File: src/rtl/tdm_demux4.sv
// rtl/tdm_demux4.sv - 4-slot TDM deserializer with sync-based frame lock
// Slots 0..2 collect in shadow registers; the slot-3 word commits all four channels at once.
module tdm_demux4 #(
  parameter int WIDTH = 4,
  parameter int CNT_W = 8
) (
  input  logic             Clk,
  input  logic             Rst,
  input  logic [WIDTH-1:0] Din,
  input  logic             Din_valid,
  input  logic             Sync,
  output logic [WIDTH-1:0] A,
  output logic [WIDTH-1:0] B,
  output logic [WIDTH-1:0] C,
  output logic [WIDTH-1:0] D,
  output logic             Frame_valid,
  output logic             Locked,
  output logic             Sync_err,
  output logic [1:0]       Slot,
  output logic [CNT_W-1:0] Frame_cnt
);

  typedef enum logic {HUNT = 1'b0, LOCKED = 1'b1} state_t;

  state_t           state;
  logic [WIDTH-1:0] s0, s1, s2;

  always_ff @(posedge Clk) begin
    if (Rst) begin
      state       <= HUNT;
      s0          <= '0;
      s1          <= '0;
      s2          <= '0;
      A           <= '0;
      B           <= '0;
      C           <= '0;
      D           <= '0;
      Frame_valid <= 1'b0;
      Sync_err    <= 1'b0;
      Locked      <= 1'b0;
      Slot        <= 2'd0;
      Frame_cnt   <= '0;
    end else begin
      Frame_valid <= 1'b0;
      Sync_err    <= 1'b0;
      if (Din_valid) begin
        case (state)
          HUNT: begin
            if (Sync) begin
              s0     <= Din;
              Slot   <= 2'd1;
              state  <= LOCKED;
              Locked <= 1'b1;
            end
          end
          LOCKED: begin
            if (Slot == 2'd0) begin
              if (Sync) begin
                s0   <= Din;
                Slot <= 2'd1;
              end else begin
                Sync_err <= 1'b1;
                state    <= HUNT;
                Locked   <= 1'b0;
                Slot     <= 2'd0;
              end
            end else if (Sync) begin
              // Early sync: restart the frame on this word rather than losing lock.
              Sync_err <= 1'b1;
              s0       <= Din;
              Slot     <= 2'd1;
            end else begin
              case (Slot)
                2'd1: begin
                  s1   <= Din;
                  Slot <= 2'd2;
                end
                2'd2: begin
                  s2   <= Din;
                  Slot <= 2'd3;
                end
                default: begin
                  A           <= s0;
                  B           <= s1;
                  C           <= s2;
                  D           <= Din;
                  Frame_valid <= 1'b1;
                  Frame_cnt   <= Frame_cnt + 1'b1;
                  Slot        <= 2'd0;
                end
              endcase
            end
          end
          default: state <= HUNT;
        endcase
      end
    end
  end

endmodule
File: config.mk
export PLATFORM = sky130hd
export DESIGN_NAME = tdm_demux4
export DESIGN_NICKNAME = d
export VERILOG_FILES = /design/src/rtl/tdm_demux4.sv
export SDC_FILE = /design/constraint.sdc
export NUM_CORES = 1
export LEC_CHECK = 0
export CAP_MARGIN = 20
export CORE_ASPECT_RATIO = 2
export CORE_UTILIZATION = 50
export CTS_CLUSTER_DIAMETER = 120
export DETAILED_ROUTE_END_ITERATION = 6
export HOLD_SLACK_MARGIN = 0.02
export PLACE_DENSITY = 0.79
export REMOVE_ABC_BUFFERS = 1
export SLEW_MARGIN = 25
export SYNTH_ARGS = -nofsm -noshare
export SYNTH_HDL_FRONTEND = slang
export SYNTH_SLANG_ARGS = --single-unit
export TNS_END_PERCENT = 30
File: constraint.sdc
create_clock -name Clk -period 1.88 [get_ports Clk]
set_clock_uncertainty 0.05 [all_clocks]
set_input_delay 0.376 -clock Clk [delete_from_list [all_inputs] [get_ports Clk]]
set_output_delay 0.376 -clock Clk [all_outputs]
set_load 0.02 [all_outputs]
# == Yosys cells after proc, flatten, opt, wreduce, memory -nomap -nowiden ==
# Cells that the tools add are included.
# classes
n_bitwise,5
reduce_logical,10
n_eq_ne,5
addsub,1
muxes,17
# op_table
op,count
$reduce_and A5 Y1,3
$mux W1,9
$add A8 B1 Y8 const B,1
$pmux W2 S2,2
$mux W2,3
$not A1 Y1,5
$reduce_or A5 Y1,1
$mux W4,1
$ne A2 B2 Y1 const B,2
$pmux W1 S2,2
$reduce_and A2 Y1,2
$reduce_and A4 Y1,1
$reduce_or A3 Y1,1
$eq A2 B1 Y1 const B,1
$eq A2 B2 Y1 const B,1
$logic_not A2 Y1,1
$ne A2 B1 Y1 const B,1
$reduce_or A2 Y1,1
# totals
word_cells,51
input_bits,8
output_inout_bits,29
regBits,42

# == Depth between registers and ports, before layout ==
# Gate-level depths: netlist (run 1).
# logic_depth
ltp_word,5
mapped_depth,7
depth_no_buf,5

# == Worst setup path after synthesis (run 1) ==
# No wires, ideal clock.
# synth_timing
path_kind,flip-flop to flip-flop
from,reg Slot[0]
to,reg Frame_cnt[7]
synth_period_minus_slack_ns,1.915
path_stages_with_launch,7
setup_time_ns,0.121
t_arrival_ns,1.744
required_time_ns,1.709
setup_slack_ns,-0.035
path_buffers,1
path_cell_list,dfxtp_1 > inv_1 > ha_1 > nand4bb_1 > buf_2 > nor4_1 > mux2_2
# synth_via
elab_chain_cells,4
word_cells_on_any_way,7
# synth_lines
item,line,text
"start, declared",19,"output logic [1:0] Slot,"
"start signal, assigned",41,Slot <= 2'd0;
"start signal, assigned",51,Slot <= 2'd1;
"start signal, assigned",60,Slot <= 2'd1;
$eq A2 B2 Y1 or $eq A2 B1 Y1 (tied branches),73,case (Slot)
$reduce_or A2 Y1 (no line),--,
$not A1 Y1 (no line),--,
$reduce_and A5 Y1 (no line) (*),--,
"end signal, assigned",88,Frame_cnt <= Frame_cnt + 1'b1;
"end, declared",20,output logic [CNT_W-1:0] Frame_cnt
# Every way passes the cells marked *; elsewhere a longest branch is shown, timed or not.
# A chain may end at the register's enable or synchronous reset.

# == Final worst setup path (run 1) ==
# layout_timing
from,reg Frame_cnt[2]
to,out Frame_cnt[2]
# No word-level cell between the ends.

==> flow_metrics.env, run 1 <==
export IMPL_worst_ep_required_time_ps=1450
export IMPL_slowest_delay_ps=640
export IMPL_cts_root_buffer="clkbuf_8"
export IMPL_dr_pass1_iters=6
export IMPL_cp_start_kind="flop"
export IMPL_clkLatencyLatePin_ps=300
export IMPL_synthAdderAreaFrac_pct=4.31
export IMPL_cts_tree="yes"
export IMPL_worstSetupPathType="reg -> out"
export IMPL_cp_top_family="buffers and inverters"
export IMPL_grt_total_usage_pct=23.2
export IMPL_n_antenna_cell=0
export IMPL_numClockSinks=42
export IMPL_synth_edf_count=0
export IMPL_setup_viol_count_final=0
export IMPL_yosys_area_share_xor_xnor_pct=0
export IMPL_postPlaceCellArea_um2=2210
export IMPL_finalWirelength_um=3920
export IMPL_clockBufferDepth=2
export IMPL_crit_buf_inv=1
export IMPL_grt_max_degree=32
export IMPL_drt_initial_drc_count=34
export IMPL_violations="DRC"
export IMPL_syn2layout_area_growth_pct=34.6
export IMPL_yosysTopAreaCell="dfxtp_1"
export IMPL_period_share_pct=95.7
export IMPL_wl_per_cell_um=13.8
export IMPL_cts_reportedPaths_clkPinSlew_ps=80
export IMPL_overflow=0
export IMPL_io_pin_count=37
export IMPL_die_area_um2=3740
export IMPL_synth_simple_gate_area_share_pct=18.7
export IMPL_vias=1661
export IMPL_ys_seq_elements=42
export IMPL_die_width_um=43.8
export IMPL_die_height_um=85.5
export IMPL_antenna_found_initial=0
export IMPL_synth_warnings=0
export IMPL_finalCriticalPeriod_ps=1800
export IMPL_end_kind="output pin"
export IMPL_r2r_end="Frame_cnt[7]"
export IMPL_initial_utilization_pct=52.2
export IMPL_finalHoldViolations=0
export IMPL_synthDistinctLibCells=26
export IMPL_relSlewSlack_pct=81.7
export IMPL_ant_nets=0
export IMPL_synth_mux_area_share_pct=0.646
export IMPL_hold_start="s0[3]"
export IMPL_outcome="complete, but fails checks"
export IMPL_hp_class="reg -> reg"
export IMPL_drc=6
export IMPL_syn_inst=209
export IMPL_synth_common_cells="42 x dfxtp_1, 38 x a21oi_1, 30 x nand3_1, 29 x o21ai_0"
export IMPL_synthFlopType="dfxtp_1"
export IMPL_ir_drop_v=0.000674
export IMPL_rrSetupSlack_ps=100
export IMPL_rsz0062_at_grt="no"
export IMPL_pre_cts_ws_ps=-122
export IMPL_fin_ws_ps=80.9
export IMPL_place_gp_congestion=0.807
export IMPL_hold_depth=2
export IMPL_drive_above_1_share_pct=11.1
export IMPL_design_area_um2=2350
export IMPL_worst_ep_arrival_time_ps=1370
export IMPL_nets=265
export IMPL_rr_startpoint="Slot[0]"
export IMPL_path_cells="clkdlybuf4s50_1"
export IMPL_synth_compound_area_share_pct=22.0
export IMPL_cts_made_buffers=5
export IMPL_synth_top_family_by_area="compound AO/OA/AOI/OAI gates"
export IMPL_power_density_nw_per_um2=748
export IMPL_vias_per_cell=5.85
export IMPL_rows=30
export IMPL_worst_slew_pin_slew_ps=271
export IMPL_syn_avg_cell_area_um2=8.34
export IMPL_portBuffers=36
export IMPL_synth_top_area_share_pct=48.2
export IMPL_drv_slew=0
export IMPL_grt_first_pass_wirelength_um=6480
export IMPL_grt_pass1_vias=1481
export IMPL_cp_slowest_cell="clkdlybuf4s50_1"
export IMPL_path_max_fanout=7
export IMPL_async_reset_ff_share_pct=0
export IMPL_p_leak_nw=0.799
export IMPL_hpwl_um=2790
export IMPL_syn_area_um2=1740
export IMPL_rr_worst_depth=5
export IMPL_fmax_mhz=556
export IMPL_seq_area_frac_synth_pct=48.2
export IMPL_fp_coreArea_um2=3340
export IMPL_yosys_cell_count_top_type="dfxtp_1"
export IMPL_max_cap_violations=0
export IMPL_cts_max_level=2
export IMPL_holdPathEnd="s0[3]"
export IMPL_synth_area_leaders="dfxtp_1 48%, a21oi_1 11%, nand3_1 8.6%, o21ai_0 8.3%, ha_1 4.3%"
[registers in the layout, summed over array words and instances (netlist names), 4 cells and up]
register / count
B: 4
s2: 4
s0: 4
C: 4
Frame_cnt: 8
s1: 4
A: 4
D: 4
[layout make-up]
type                    count  area, µm²
fillers                   269        995
flip-flops and latches     42        841
multi-input cells         140        813
repair buffers             52        505
clock buffers               5       68.8
clock inverters             3       40.0
well taps                  32       40.0
inverters                  10       37.5
[cell usage in the layout (no fill, tap or decap), drive strengths merged, types with 3 or more instances in the layout]
master / n
clkinv: 3
ha: 6
o31ai: 4
dfxtp: 42
a21oi: 38
inv: 9
nand3: 30
clkbuf: 5
nand2: 12
or4: 5
buf: 16
o21ai: 29
clkdlybuf4s50: 36
[where the power goes]
part / internal [mW] / total (mW) / switching [mW] / leakage, nW
Sequential: 0.898 / 0.905 / 0.00632 / 0.339
Combinational: 0.0616 / 0.144 / 0.0824 / 0.402
Clock: 0.391 / 0.707 / 0.316 / 0.0579
Total: 1.35 / 1.76 / 0.405 / 0.799
[metal layers]
layer	track usage [%]	share of wire, %	vias up	wire length [µm]
li1	-	-	829	-
met1	24.4	39	788	1550
met2	40.2	54	34	2110
met3	5.68	3.4	10	135
met4	12.8	3.2	0	126
met5	0	0	-	0
[worst max path at each step]
stage,startpoint,endpoint,slack [ps],depth (start not counted)
floorplan,Slot[0],Frame_cnt[7],-610,5
global placement,Sync,Frame_cnt[7],-110,5
detailed placement,Sync,Frame_cnt[7],-120,5
CTS,Slot[0],Frame_cnt[7],2,5
global route,Frame_cnt[2],Frame_cnt[2],10,1
finish,Frame_cnt[2],Frame_cnt[2],80,1
[cells by family after synthesis]
logic type      Yosys count
compound gates           73
simple gates             60
mux                       1
flops                    42
buf+inv                  27
fa+ha+maj                 6
[per-stage QoR]
| stage | hold slack (ps) | utilization (%) | total power, mW | TNS (ps) | cells |
|---|---|---|---|---|---|
| 2_1_floorplan | 381 | - | 0.978 | -10080 | 192 |
| 3_3_place_gp | 395 | 66.2 | 1.06 | -223 | 275 |
| 3_5_place_dp | 399 | 66.2 | 1.07 | -352 | 275 |
| 4_1_cts | 410 | 69.4 | 1.77 | 0 | 283 |
| 5_1_grt | 428 | 70.2 | 1.83 | 0 | 284 |
| 6_report | 409 | 70.2 | 1.76 | 0 | 284 |
[worst min-delay path: stages, from the launching register on]
cell     delay [ps]
dfxtp_1         310
nand2_1          50
a21oi_1          50
[timing repair]
action,CTS,global route
setup endpoints to repair,0,3
gates resized for setup,0,3
setup buffers,0,1
hold buffers,0,0
No activity file was read; power rests on OpenSTA's default activity.
==> run 2, diff against run 1 <==
--- a/config.mk
+++ b/config.mk
@@ -7,6 +7,7 @@
 export LEC_CHECK = 0
 export CAP_MARGIN = 20
 export CORE_ASPECT_RATIO = 2
+export CORE_MARGIN = 4
 export CORE_UTILIZATION = 50
 export CTS_CLUSTER_DIAMETER = 120
 export DETAILED_ROUTE_END_ITERATION = 6
==> flow_metrics.env, run 2 (same netlist as run 1, synthesis figures left out) <==
export IMPL_holdBufCountCts=0
export IMPL_ant_nets=0
export IMPL_cts_tree="yes"
export IMPL_top_register="Frame_cnt"
export IMPL_setup_viol_count_final=0
export IMPL_dr_pass1_iters=4
export IMPL_max_cap_violations=0
export IMPL_period_share_pct=97.6
export IMPL_rrSetupSlack_ps=80
export IMPL_numClockSinks=42
export IMPL_finalWirelength_um=4180
export IMPL_drt_initial_drc_count=38
export IMPL_outcome="finished, final reports clean"
export IMPL_use_met2_pct=34.5
export IMPL_hold_depth=2
export IMPL_io_pin_count=37
export IMPL_grt_first_pass_wirelength_um=6910
export IMPL_cts_root_buffer="clkbuf_8"
export IMPL_rr_worst_depth=5
export IMPL_drc=0
export IMPL_worstSetupPathType="reg -> out"
export IMPL_r2r_end="Frame_cnt[7]"
export IMPL_grt_total_usage_pct=19.6
export IMPL_overflow=0
export IMPL_die_width_um=49.8
export IMPL_final_common_cell="dfxtp_1"
export IMPL_rr_startpoint="Slot[0]"
export IMPL_utilization_pct=69.3
export IMPL_crit_buf_inv=1
export IMPL_hp_class="reg -> reg"
export IMPL_initial_utilization_pct=51.6
export IMPL_clockBufferDepth=2
export IMPL_finalCriticalPeriod_ps=1840
export IMPL_finalHoldViolations=0
export IMPL_cp_start_kind="flop"
export IMPL_cts_made_buffers=5
export IMPL_rows=30
export IMPL_hold_start="s0[1]"
export IMPL_slowest_delay_ps=650
export IMPL_cp_slowest_cell="clkdlybuf4s50_1"
export IMPL_relSlewSlack_pct=82.5
export IMPL_antenna_found_initial=0
export IMPL_post_cts_buffers=0
export IMPL_met1_usage_pct=19.7
export IMPL_vias=1662
export IMPL_cts_reportedPaths_clkPinSlew_ps=80
export IMPL_end_kind="output pin"
export IMPL_holdWs_ps=410
export IMPL_drive_above_1_share_pct=10.8
export IMPL_largest_reg_flops=8
export IMPL_use_met3_pct=4.76
export IMPL_worst_ep_arrival_time_ps=1410
export IMPL_cp_top_family="buffers and inverters"
export IMPL_fin_tns_setup_ps=0
export IMPL_clkLatencyLatePin_ps=300
export IMPL_p_leak_nw=0.814
export IMPL_path_max_fanout=7
export IMPL_cts_max_level=2
export IMPL_path_cells="clkdlybuf4s50_1"
export IMPL_die_area_um2=4550
export IMPL_nets=264
export IMPL_hpwl_um=2900
export IMPL_worst_slew_pin_slew_ps=260
export IMPL_holdPathEnd="s0[1]"
export IMPL_mostFrequentLayoutCells="42 x dfxtp_1, 38 x a21oi_1, 36 x clkdlybuf4s50_1"
export IMPL_syn2layout_area_growth_pct=34.3
export IMPL_place_gp_congestion=0.813
export IMPL_portBuffers=36
export IMPL_wl_per_cell_um=14.8
export IMPL_vias_per_cell=5.87
export IMPL_ir_drop_v=0.000722
export IMPL_grt_pass1_vias=1551
export IMPL_fmax_mhz=545
export IMPL_n_antenna_cell=0
export IMPL_fin_ws_ps=44.7
export IMPL_pre_cts_ws_ps=-138
export IMPL_rsz0062_at_grt="yes"
export IMPL_fp_coreArea_um2=3380
export IMPL_top_usage_layer="met2"
export IMPL_power_density_nw_per_um2=752
export IMPL_drv_slew=0
export IMPL_die_height_um=91.5
export IMPL_worst_ep_required_time_ps=1450
export IMPL_grt_max_degree=26
run 2: repair_timing:
item                       in CTS  in global routing
setup endpoints to repair       0                  4
gates resized for setup         0                  4
hold endpoints to repair        0                  0
run 2: power by group:
part / switching [mW] / internal [mW]
combinational: 0.0840 / 0.0609
clock: 0.320 / 0.391
sequential: 0.00640 / 0.898
run 2: worst register-to-register path, stage by stage, from the launching register on:
cell	delay, ps
dfxtp_1	340
inv_1	60
ha_1	320
nand3b_1	290
nor4_4	280
mux2_2	360
run 2: layout make-up:
cell class	count	area (µm²)
sequential	42	841
clock buffer	5	68.8
tap	32	40.0
multi-input combinational	140	812
clock inverter	3	40.0
fill	253	1040
inverter	10	37.5
timing repair buffer	51	502
run 2: layer usage:
layer,routed length (µm),up-vias
met5,0,-
li1,-,827
met3,170,8
met1,1620,781
met2,2270,46
met4,118,0
run 2: through the flow:
stage | total power, mW | cells | area, µm²
after floorplan | 0.978 | 192 | 1670
after global placement | 1.07 | 275 | 2210
after detailed placement | 1.07 | 275 | 2210
after CTS | 1.77 | 283 | 2320
after global routing | 1.82 | 283 | 2340
final | 1.76 | 283 | 2340
run 2: worst max path at each step:
| stage | start | end | slack (ps) | depth (start not counted) |
|---|---|---|---|---|
| 6_report | Frame_cnt[2] | Frame_cnt[2] | 40 | 1 |
| 5_1_grt | Frame_cnt[2] | Frame_cnt[2] | -10 | 1 |
| 4_1_cts | Frame_cnt[2] | Frame_cnt[2] | 60 | 1 |
| 3_5_place_dp | Din_valid | Frame_cnt[7] | -140 | 5 |
| 3_3_place_gp | Sync | Frame_cnt[7] | -140 | 5 |
| 2_1_floorplan | Slot[0] | Frame_cnt[7] | -610 | 5 |
